File: src/rtl/pmem_line_controller_pkg.sv
// Shared types and constants for the pmem line controller.
// Holds the line/word payload types, the FSM state encoding and beat/address helpers.
package pmem_line_controller_pkg;

  localparam int unsigned LC3B_WORDS_PER_LINE = 8;
  localparam int unsigned WORD_W              = 16;
  localparam int unsigned LINE_W              = 128;
  localparam int unsigned OFFSET_BITS         = 4;
  localparam int unsigned BEAT_W              = $clog2(LC3B_WORDS_PER_LINE);
  localparam int unsigned SEL_W               = $clog2(LINE_W);

  typedef logic [WORD_W-1:0] lc3b_word;
  typedef logic [LINE_W-1:0] lc3b_line;
  typedef logic [BEAT_W-1:0] beat_t;

  typedef enum logic [1:0] {
    IDLE,
    READ_BEAT,
    WRITE_BEAT,
    RESP
  } lc3b_pmem_state_t;

  // Aligns a byte address down to the start of its line.
  function automatic lc3b_word line_base(input lc3b_word addr);
    return addr & ~lc3b_word'((2 ** OFFSET_BITS) - 1);
  endfunction

  // Byte offset of a word within the line.
  function automatic lc3b_word beat_offset(input beat_t beat);
    return lc3b_word'({beat, 1'b0});
  endfunction

  // Bit position of a word within the line.
  function automatic logic [SEL_W-1:0] beat_sel(input beat_t beat);
    return SEL_W'({beat, 4'b0000});
  endfunction

endpackage

File: src/rtl/pmem_line_control.sv
// Line transaction FSM and beat counter.
// Produces registered memory strobes and the response pulse, plus load/capture enables.
module pmem_line_control
  import pmem_line_controller_pkg::*;
(
  input  logic  clk,
  input  logic  rst,
  input  logic  i_read,
  input  logic  i_write,
  input  logic  i_mem_resp,
  output logic  o_mem_read,
  output logic  o_mem_write,
  output logic  o_pmem_resp,
  output logic  o_load_c,
  output logic  o_load_wdata_c,
  output logic  o_capture_c,
  output beat_t o_beat,
  output beat_t o_beat_next_c
);

  lc3b_pmem_state_t r_state;
  lc3b_pmem_state_t w_state_next;
  beat_t            r_beat;
  beat_t            w_beat_next;
  logic             r_mem_read;
  logic             r_mem_write;
  logic             r_pmem_resp;
  logic             w_load;
  logic             w_load_wdata;
  logic             w_capture;

  // Strobes are registered from the next state so they line up with the state itself.
  always_ff @(posedge clk or posedge rst) begin
    if (rst) begin
      r_state     <= IDLE;
      r_beat      <= '0;
      r_mem_read  <= 1'b0;
      r_mem_write <= 1'b0;
      r_pmem_resp <= 1'b0;
    end else begin
      r_state     <= w_state_next;
      r_beat      <= w_beat_next;
      r_mem_read  <= (w_state_next == READ_BEAT);
      r_mem_write <= (w_state_next == WRITE_BEAT);
      r_pmem_resp <= (w_state_next == RESP);
    end
  end

  always_comb begin
    w_state_next = r_state;
    w_beat_next  = r_beat;
    w_load       = 1'b0;
    w_load_wdata = 1'b0;
    w_capture    = 1'b0;
    case (r_state)
      IDLE: begin
        if (i_read) begin
          w_state_next = READ_BEAT;
          w_beat_next  = '0;
          w_load       = 1'b1;
        end else if (i_write) begin
          w_state_next = WRITE_BEAT;
          w_beat_next  = '0;
          w_load       = 1'b1;
          w_load_wdata = 1'b1;
        end
      end
      READ_BEAT, WRITE_BEAT: begin
        if (i_mem_resp) begin
          w_capture   = (r_state == READ_BEAT);
          w_beat_next = r_beat + BEAT_W'(1);
          if (r_beat == BEAT_W'(LC3B_WORDS_PER_LINE - 1)) begin
            w_state_next = RESP;
          end
        end
      end
      RESP:    w_state_next = IDLE;
      default: w_state_next = IDLE;
    endcase
  end

  assign o_mem_read     = r_mem_read;
  assign o_mem_write    = r_mem_write;
  assign o_pmem_resp    = r_pmem_resp;
  assign o_load_c       = w_load;
  assign o_load_wdata_c = w_load_wdata;
  assign o_capture_c    = w_capture;
  assign o_beat         = r_beat;
  assign o_beat_next_c  = w_beat_next;

endmodule

File: src/rtl/pmem_line_datapath.sv
// Base address, write line and read line registers with per-beat word muxing.
// Address and write word are registered from the next beat so they track the strobes.
module pmem_line_datapath
  import pmem_line_controller_pkg::*;
(
  input  logic     clk,
  input  logic     rst,
  input  logic     i_load,
  input  logic     i_load_wdata,
  input  logic     i_capture,
  input  beat_t    i_beat,
  input  beat_t    i_beat_next,
  input  lc3b_word i_address,
  input  lc3b_line i_wdata,
  input  lc3b_word i_mem_rdata,
  output lc3b_line o_rdata,
  output lc3b_word o_mem_address,
  output lc3b_word o_mem_wdata
);

  lc3b_word r_base;
  lc3b_line r_wdata;
  lc3b_line r_rdata;
  lc3b_word r_mem_address;
  lc3b_word r_mem_wdata;
  lc3b_word w_base_next;
  lc3b_line w_wdata_next;

  always_comb begin
    w_base_next  = i_load ? line_base(i_address) : r_base;
    w_wdata_next = i_load_wdata ? i_wdata : r_wdata;
  end

  always_ff @(posedge clk or posedge rst) begin
    if (rst) begin
      r_base        <= '0;
      r_wdata       <= '0;
      r_rdata       <= '0;
      r_mem_address <= '0;
      r_mem_wdata   <= '0;
    end else begin
      r_base        <= w_base_next;
      r_wdata       <= w_wdata_next;
      r_mem_address <= w_base_next + beat_offset(i_beat_next);
      r_mem_wdata   <= w_wdata_next[beat_sel(i_beat_next) +: WORD_W];
      if (i_capture) begin
        r_rdata[beat_sel(i_beat) +: WORD_W] <= i_mem_rdata;
      end
    end
  end

  assign o_rdata       = r_rdata;
  assign o_mem_address = r_mem_address;
  assign o_mem_wdata   = r_mem_wdata;

endmodule

File: src/rtl/pmem_line_controller.sv
// Line-to-word bridge: serves one 128-bit pmem request as eight 16-bit memory beats.
module pmem_line_controller
  import pmem_line_controller_pkg::*;
(
  input  logic     clk,
  input  logic     rst,
  input  lc3b_word pmem_address,
  input  logic     pmem_read,
  input  logic     pmem_write,
  input  lc3b_line pmem_wdata,
  output lc3b_line pmem_rdata,
  output logic     pmem_resp,
  output lc3b_word mem_address,
  output logic     mem_read,
  output logic     mem_write,
  output lc3b_word mem_wdata,
  input  lc3b_word mem_rdata,
  input  logic     mem_resp
);

  logic  w_load;
  logic  w_load_wdata;
  logic  w_capture;
  beat_t w_beat;
  beat_t w_beat_next;

  pmem_line_control u_control (
    .clk            (clk),
    .rst            (rst),
    .i_read         (pmem_read),
    .i_write        (pmem_write),
    .i_mem_resp     (mem_resp),
    .o_mem_read     (mem_read),
    .o_mem_write    (mem_write),
    .o_pmem_resp    (pmem_resp),
    .o_load_c       (w_load),
    .o_load_wdata_c (w_load_wdata),
    .o_capture_c    (w_capture),
    .o_beat         (w_beat),
    .o_beat_next_c  (w_beat_next)
  );

  pmem_line_datapath u_datapath (
    .clk           (clk),
    .rst           (rst),
    .i_load        (w_load),
    .i_load_wdata  (w_load_wdata),
    .i_capture     (w_capture),
    .i_beat        (w_beat),
    .i_beat_next   (w_beat_next),
    .i_address     (pmem_address),
    .i_wdata       (pmem_wdata),
    .i_mem_rdata   (mem_rdata),
    .o_rdata       (pmem_rdata),
    .o_mem_address (mem_address),
    .o_mem_wdata   (mem_wdata)
  );

endmodule

File: config.mk
export PLATFORM = sky130hd
export DESIGN_NAME = pmem_line_controller
export DESIGN_NICKNAME = d
export VERILOG_FILES = /design/src/rtl/pmem_line_controller_pkg.sv /design/src/rtl/pmem_line_control.sv /design/src/rtl/pmem_line_datapath.sv /design/src/rtl/pmem_line_controller.sv
export SDC_FILE = /design/constraint.sdc
export NUM_CORES = 1
export LEC_CHECK = 0
export BUFFER_PORTS_ARGS = -buffer_cell sky130_fd_sc_hd__buf_2
export CAP_MARGIN = 5
export CORE_UTILIZATION = 50
export DETAILED_ROUTE_END_ITERATION = 12
export GPL_TIMING_DRIVEN = 1
export MAX_ROUTING_LAYER = met4
export PLACE_DENSITY = 0.78
export REMOVE_ABC_BUFFERS = 1
export SETUP_SLACK_MARGIN = 0.2
export SLEW_MARGIN = 20
export SYNTH_ARGS = -nofsm -noshare
export SYNTH_HDL_FRONTEND = slang
export SYNTH_SLANG_ARGS = --single-unit
File: constraint.sdc
create_clock -name clk -period 25.8 [get_ports clk]
set_clock_uncertainty 0.15 [all_clocks]
set_input_delay 5.16 -clock clk [delete_from_list [all_inputs] [get_ports clk]]
set_output_delay 5.16 -clock clk [all_outputs]
set_load 0.02 [all_outputs]
=== Word level (Yosys, flattened, before mapping) ===
Cells that the tools add are included.

* Shift operators: 3
* Reductions and logical operators: 2
* Add/subtract/negate cells: 3
* Eq/ne operators: 7
* Mux-type cells: 19

{| class="wikitable"
|+ Operators with widths
! operator !! number
|-
| 128-bit bitwise mux || 1
|-
| 128-bit 2-to-1 mux || 1
|-
| 16-bit by 9-bit variable shift with 128-bit output, first input constant || 1
|-
| 128-bit by 8-bit variable part select with 16-bit output || 1
|-
| 16-bit by 9-bit variable part select with 128-bit output || 1
|-
| 16-bit by 4-bit adder with 16-bit output || 1
|-
| 16-bit 2-to-1 mux || 1
|-
| 3-bit 2-to-1 mux || 3
|-
| 7-bit negator with 9-bit output || 1
|-
| 2-bit == test, second input constant || 4
|-
| 2-bit 2-to-1 mux || 4
|-
| 1-bit 2-to-1 mux || 7
|-
| 2-bit one-hot mux with 3 select lines || 1
|-
| 3-bit one-hot mux with 2 select lines || 1
|-
| 2-bit by 1-bit == test with 1-bit output, second input constant || 2
|-
| 3-bit by 1-bit adder with 3-bit output, second input constant || 1
|-
| 3-bit == test, second input constant || 1
|-
| 2-bit zero test || 1
|-
| 2-bit OR reduction || 1
|}

* Flip-flop bits (word level): 312
* Word-level logic and storage cells: 44
* Output and inout bits: 163

=== Logic depth before layout (Yosys ltp) ===
* Depth in word-level cells: 5
* Depth in mapped cells: 14
* Mapped depth without buffers: 12

=== Cells and area by module ===
A second synthesis with hierarchy kept.

* Cells, all modules: 901
* Area total of the unflattened synthesis: 13307.8 um^2

{| class="wikitable"
|+ Modules (own cells, without submodules)
! module !! instances !! cells each !! seq. area each (um^2) !! area an instance (um^2)
|-
| pmem_line_datapath || 1 || 857 || 7557.2 || 12803.5
|-
| pmem_line_control || 1 || 44 || 200.2 || 504.2
|}

=== Worst setup path before layout ===
No wires, ideal clock.

* Path type: input to register
* Start point: input port pmem_write
* End point: register u_datapath.r_mem_address[13], in the netlist u_datapath.o_mem_address[13]
* Path buffers: 2
* Stages on the path: 9
* Slack: 18502 ps
* Library setup time: 125 ps
* Arrival time: 7023 ps
* Cells stage by stage: o21ai_2 > buf_2 > clkbuf_1 > and2_1 > ha_1 > a21o_1 > a31oi_2 > nor2_1 > xor2_1

* Word-level cells in the longest chain between the ends: 5
* Elaborated cells between the ends (all ways): 8

{| class="wikitable"
|+ Ends and longest elaborated chain
! element !! line !! text
|-
| from (decl) || pmem_line_controller.sv:9 || <nowiki>input logic pmem_write,</nowiki>
|-
| 1-bit 2-to-1 mux || pmem_line_control.sv:61 || <nowiki>end else if (i_write) begin</nowiki>
|-
| 1-bit 2-to-1 mux || pmem_line_control.sv:57 || <nowiki>if (i_read) begin</nowiki>
|-
| 1-bit 2-to-1 mux || pmem_line_control.sv:55 || <nowiki>case (r_state)</nowiki>
|-
| 16-bit 2-to-1 mux || pmem_line_datapath.sv:30 || <nowiki>w_base_next = i_load ? line_base(i_address) : r_base;</nowiki>
|-
| via u_datapath.w_base_next[3] || pmem_line_datapath.sv:26 || <nowiki>lc3b_word w_base_next;</nowiki>
|-
| 16-bit by 4-bit adder with 16-bit output || pmem_line_datapath.sv:44 || <nowiki>r_mem_address <= w_base_next + beat_offset(i_beat_next);</nowiki>
|-
| to (signal assigned) || pmem_line_datapath.sv:44 ||
|-
| to (decl) || pmem_line_datapath.sv:24 || <nowiki>lc3b_word r_mem_address;</nowiki>
|}

The timed path passes the listed nets, and every way through them passes these cells.
A chain may end at the register's enable or synchronous reset.

=== Final worst setup path ===
* Start point: input port pmem_read
* End point: register u_datapath.r_mem_wdata[14], in the netlist u_datapath.o_mem_wdata[14]

* Word-level cells in the longest chain between the ends: 4
* Elaborated cells between the ends (all ways): 6

{| class="wikitable"
|+ Ends and longest elaborated chain
! element !! line !! text
|-
| from (decl) || pmem_line_controller.sv:8 || <nowiki>input logic pmem_read,</nowiki>
|-
| 1-bit 2-to-1 mux || pmem_line_control.sv:57 ||
|-
| 1-bit 2-to-1 mux || pmem_line_control.sv:55 ||
|-
| 128-bit 2-to-1 mux || pmem_line_datapath.sv:31 || <nowiki>w_wdata_next = i_load_wdata ? i_wdata : r_wdata;</nowiki>
|-
| via u_datapath.w_wdata_next[126] || pmem_line_datapath.sv:27 || <nowiki>lc3b_line w_wdata_next;</nowiki>
|-
| 128-bit by 8-bit variable part select with 16-bit output || pmem_line_datapath.sv:45 || <nowiki>r_mem_wdata <= w_wdata_next[beat_sel(i_beat_next) +: WORD_W];</nowiki>
|-
| to (signal assigned) || pmem_line_datapath.sv:45 ||
|-
| to (decl) || pmem_line_datapath.sv:25 || <nowiki>lc3b_word r_mem_wdata;</nowiki>
|}

The timed path passes the listed nets, and every way through them passes these cells.

==> flow_metrics.py <==
metrics = {
    "outcome": {
        "status": "finished, final reports clean",
    },
    "timing": {
        "hold_viol": 0,
        "worst_slew_pin_slew_ns": 1.09,
        "slew_viol_final": 0,
        "setup_viol": 0,
        "slew_headroom": 0.276,
        "max_freq_mhz": 129,
        "period_share": 0.301,
        "finalCriticalPeriod_ns": 7.76,
        "tns_ns": 0,
        "rsz0062_at_grt": "no",
    },
    "critical_path": {
        "ff2ff_setup_slack_ns": 21.62,
        "cp.required_ns": 25.99,
        "crit_buf_inv": 3,
        "critPathArrivalTime_ns": 7.95,
        "critPathTopFamily": "buffers and inverters",
        "path_max_fanout": 84,
        "crit_path_start_kind": "input pin",
        "worstRegToRegCells": 9,
        "max_stage_delay_ns": 0.95,
        "worstSetupPathType": "input pin to flip-flop",
        "crit_path_frequent_cell": "mux2_2",
        "r2r_end": "u_datapath.o_mem_address[11]",
        "slowest_stage": "buf_4",
        "regToRegStartpoint": "u_control.o_beat[0]",
        "critPathCaptureType": "flip-flop",
        "crit_chain": "buf_2 > inv_1 > nand3_4 > buf_4 > mux2_2 > mux2_2 > a2bb2oi_1 > o211ai_1",
    },
    "layout": {
        "drive_gt1_frac": 0.420,
        "layout.nets": 1537,
        "area_delta_synth_final_pct": 22.9,
    },
    "power": {
        "power.total_mw": 1.73,
        "power_density_nw_per_um2": 108,
        "p_leak_nw": 7.95,
        "peakVddDrop_mv": 0.0920,
    },
    "clock_network": {
        "cts_resized": 0,
        "post-cts-setup-buffer-count": 0,
        "clock_path_buffers": 3,
        "cts_tree": "yes",
        "clkSinkCount": 310,
        "postCtsHoldBufs": 0,
        "h-tree-depth": 2,
        "path_clk_slew_ns": 0.06,
        "worst_skew_pair.late_latency_ns": 0.51,
        "cts-root-buf": "clkbuf_16",
        "cts_buffers": 34,
    },
    "route": {
        "first_pass_iters": 5,
        "routed_wl_mm": 33.0,
        "ant_nets": 0,
        "viasPerCell": 5.37,
        "routedWlPerCell_um": 19.2,
        "vias": 9237,
        "detailedRoute.firstIterationViolations": 675,
        "drc": 0,
    },
    "die": {
        "io_pins": 328,
        "initial_core_util": 0.514,
        "dieArea_sq_um": 26700,
        "coreArea_sq_um": 25300,
        "die_h_um": 163,
        "std_cell_rows": 58,
        "die_w_um": 163,
    },
    "grt": {
        "grt_first_pass_wirelength_mm": 50.7,
        "grt_overflow": 0,
        "grt_antenna_before_repair": 7,
        "grt_usage": 0.256,
        "grt_pass1_vias": 9431,
        "grt_max_degree": 153,
    },
    "synth": {
        "synth_commonest_cells": "310 x dfrtp_1, 176 x nand2_1, 155 x mux2_2, 100 x o21ai_0, 35 x mux2i_1",
        "synthCells": 1049,
        "synth_top_area_share": 0.596,
        "synth_edf_count": 0,
        "synth_seq_cells": 310,
        "ys.warnings.count": 0,
        "synthTopCellsByArea": "dfrtp_1 60%, mux2_2 13%, nand2_1 5.1%",
        "synthFlopType": "dfrtp_1",
        "syn-mean-instance-area_sq_um": 12.4,
        "synth-async-reset-ratio": 1.00,
        "synth_seq_area_share": 0.596,
        "yosysTopAreaCell": "dfrtp_1",
        "post-synth-top-count-cell": "dfrtp_1",
        "syn-cell-area_sq_um": 13000,
        "yosysUniqueCellTypes": 54,
    },
    "placed_design": {
        "place.gp.congestion": 0.837,
        "dp_hpwl_mm": 22.3,
        "port_buffers": 322,
    },
    "min_path": {
        "whs_endpoint": "u_datapath.o_rdata[20]",
        "hp-class": "flip-flop to flip-flop",
        "holdPathStages": 2,
        "min_from": "u_datapath.o_rdata[20]",
    },
    "run": {
        "drv_cap": 0,
    },
}
## worst max path at each step
stage                         start                          end  slack (ns)  depth (start not counted)
after global placement          rst  u_datapath.o_mem_address[5]       17.52                          4
after detailed placement        rst       u_datapath.o_rdata[11]       17.46                          4
after global routing      pmem_read   u_datapath.o_mem_wdata[14]       17.88                          8
after CTS                       rst  u_datapath.o_mem_address[5]       18.02                          4
final                     pmem_read   u_datapath.o_mem_wdata[14]       18.04                          8
after floorplan                 rst          u_control.o_beat[0]       11.92                          1
## through the flow
stage / setup WS (ns) / cell area [sq um] / utilization / std cells / hold slack [ns]
final: 18.04 / 16000 / 0.632 / 1719 / 0.321
after CTS: 18.02 / 15900 / 0.630 / 1711 / 0.328
after detailed placement: 17.46 / 14800 / 0.585 / 1652 / 0.315
after floorplan: 11.92 / 12700 / - / 991 / 0.304
after global routing: 17.88 / 16000 / 0.632 / 1719 / 0.347
after global placement: 17.52 / 14800 / 0.585 / 1652 / 0.307
## cell usage in the layout (no fill, tap or decap), types with 3 or more instances in the layout
| cell type | count |
|---|---|
| buf_2 | 322 |
| dfrtp_1 | 310 |
| nand2_1 | 176 |
| mux2_2 | 155 |
| o21ai_0 | 100 |
| mux2i_1 | 35 |
| clkbuf_16 | 35 |
| o211ai_1 | 32 |
| nor2_1 | 16 |
| a2bb2oi_1 | 16 |
| nand3_1 | 16 |
| inv_1 | 14 |
| ha_1 | 13 |
| mux2_1 | 12 |
| or2_2 | 11 |
| mux2_4 | 10 |
| xnor2_1 | 8 |
| clkbuf_1 | 8 |
| buf_4 | 8 |
| diode_2 | 7 |
| a21oi_1 | 6 |
| clkinv_2 | 6 |
| nand2b_1 | 5 |
| xor2_1 | 5 |
| bufinv_16 | 4 |
| nor3_1 | 3 |
| and3_1 | 3 |
| nand3_2 | 3 |
| and2_1 | 3 |
| clkbuf_8 | 3 |
## kinds of logic (layout without fill, tap and decap cells)
family	count (synthesis)	after routing	share of synthesized area
adder cells (fa/ha/maj)	13	13	0.0125
flip-flops	310	310	0.596
multiplexers	212	212	0.183
AND/OR/NAND/NOR	255	255	0.0891
other	1	8	0.000288
buffers and inverters	75	408	0.0286
AO/OA/AOI/OAI	170	170	0.0818
XOR/XNOR	13	13	0.00875
## flip-flops by register name (all words and copies together) (netlist names)
register and cells:
u_datapath.o_rdata 128, u_datapath.r_wdata 128, u_datapath.o_mem_wdata 16, u_datapath.o_mem_address 15, u_datapath.r_base 15, u_control.o_beat 3
u_control.r_state 2, u_control.o_mem_read 1, u_control.o_mem_write 1, u_control.o_pmem_resp 1
## routing by layer
| layer | vias to the layer above | GRT usage | part of all wire |
|---|---|---|---|
| li1 | 4259 | - | - |
| met1 | 4577 | 0.307 | 0.41 |
| met2 | 322 | 0.415 | 0.49 |
| met3 | 79 | 0.0599 | 0.069 |
| met4 | 0 | 0.105 | 0.033 |
| met5 | - | - | 0 |
## area by class of cell
class,count,area (sq um)
Inverter,17,78.8
Timing Repair Buffer,332,1700
Tap cell,330,413
Clock inverter,13,175
Antenna cell,7,17.5
Multi-Input combinational cell,664,4910
Clock buffer,46,947
Sequential cell,310,7760
Fill cell,1990,9330
## worst reg2reg max path, stage by stage, from the launching register on
cell and delay (ns):
dfrtp_1 0.76, inv_1 0.23, ha_1 0.53, nand3b_1 0.18, a21boi_2 0.11, nor2_8 0.71
inv_4 0.49, a31oi_2 0.61, nor3_1 0.11, a2bb2oi_1 0.15
## power by group
part | switching (mW) | internal, mW
clock | 0.192 | 0.298
combinational | 0.297 | 0.248
sequential | 0.0525 | 0.641
total | 0.542 | 1.19
(Power assumes the default switching activity.)
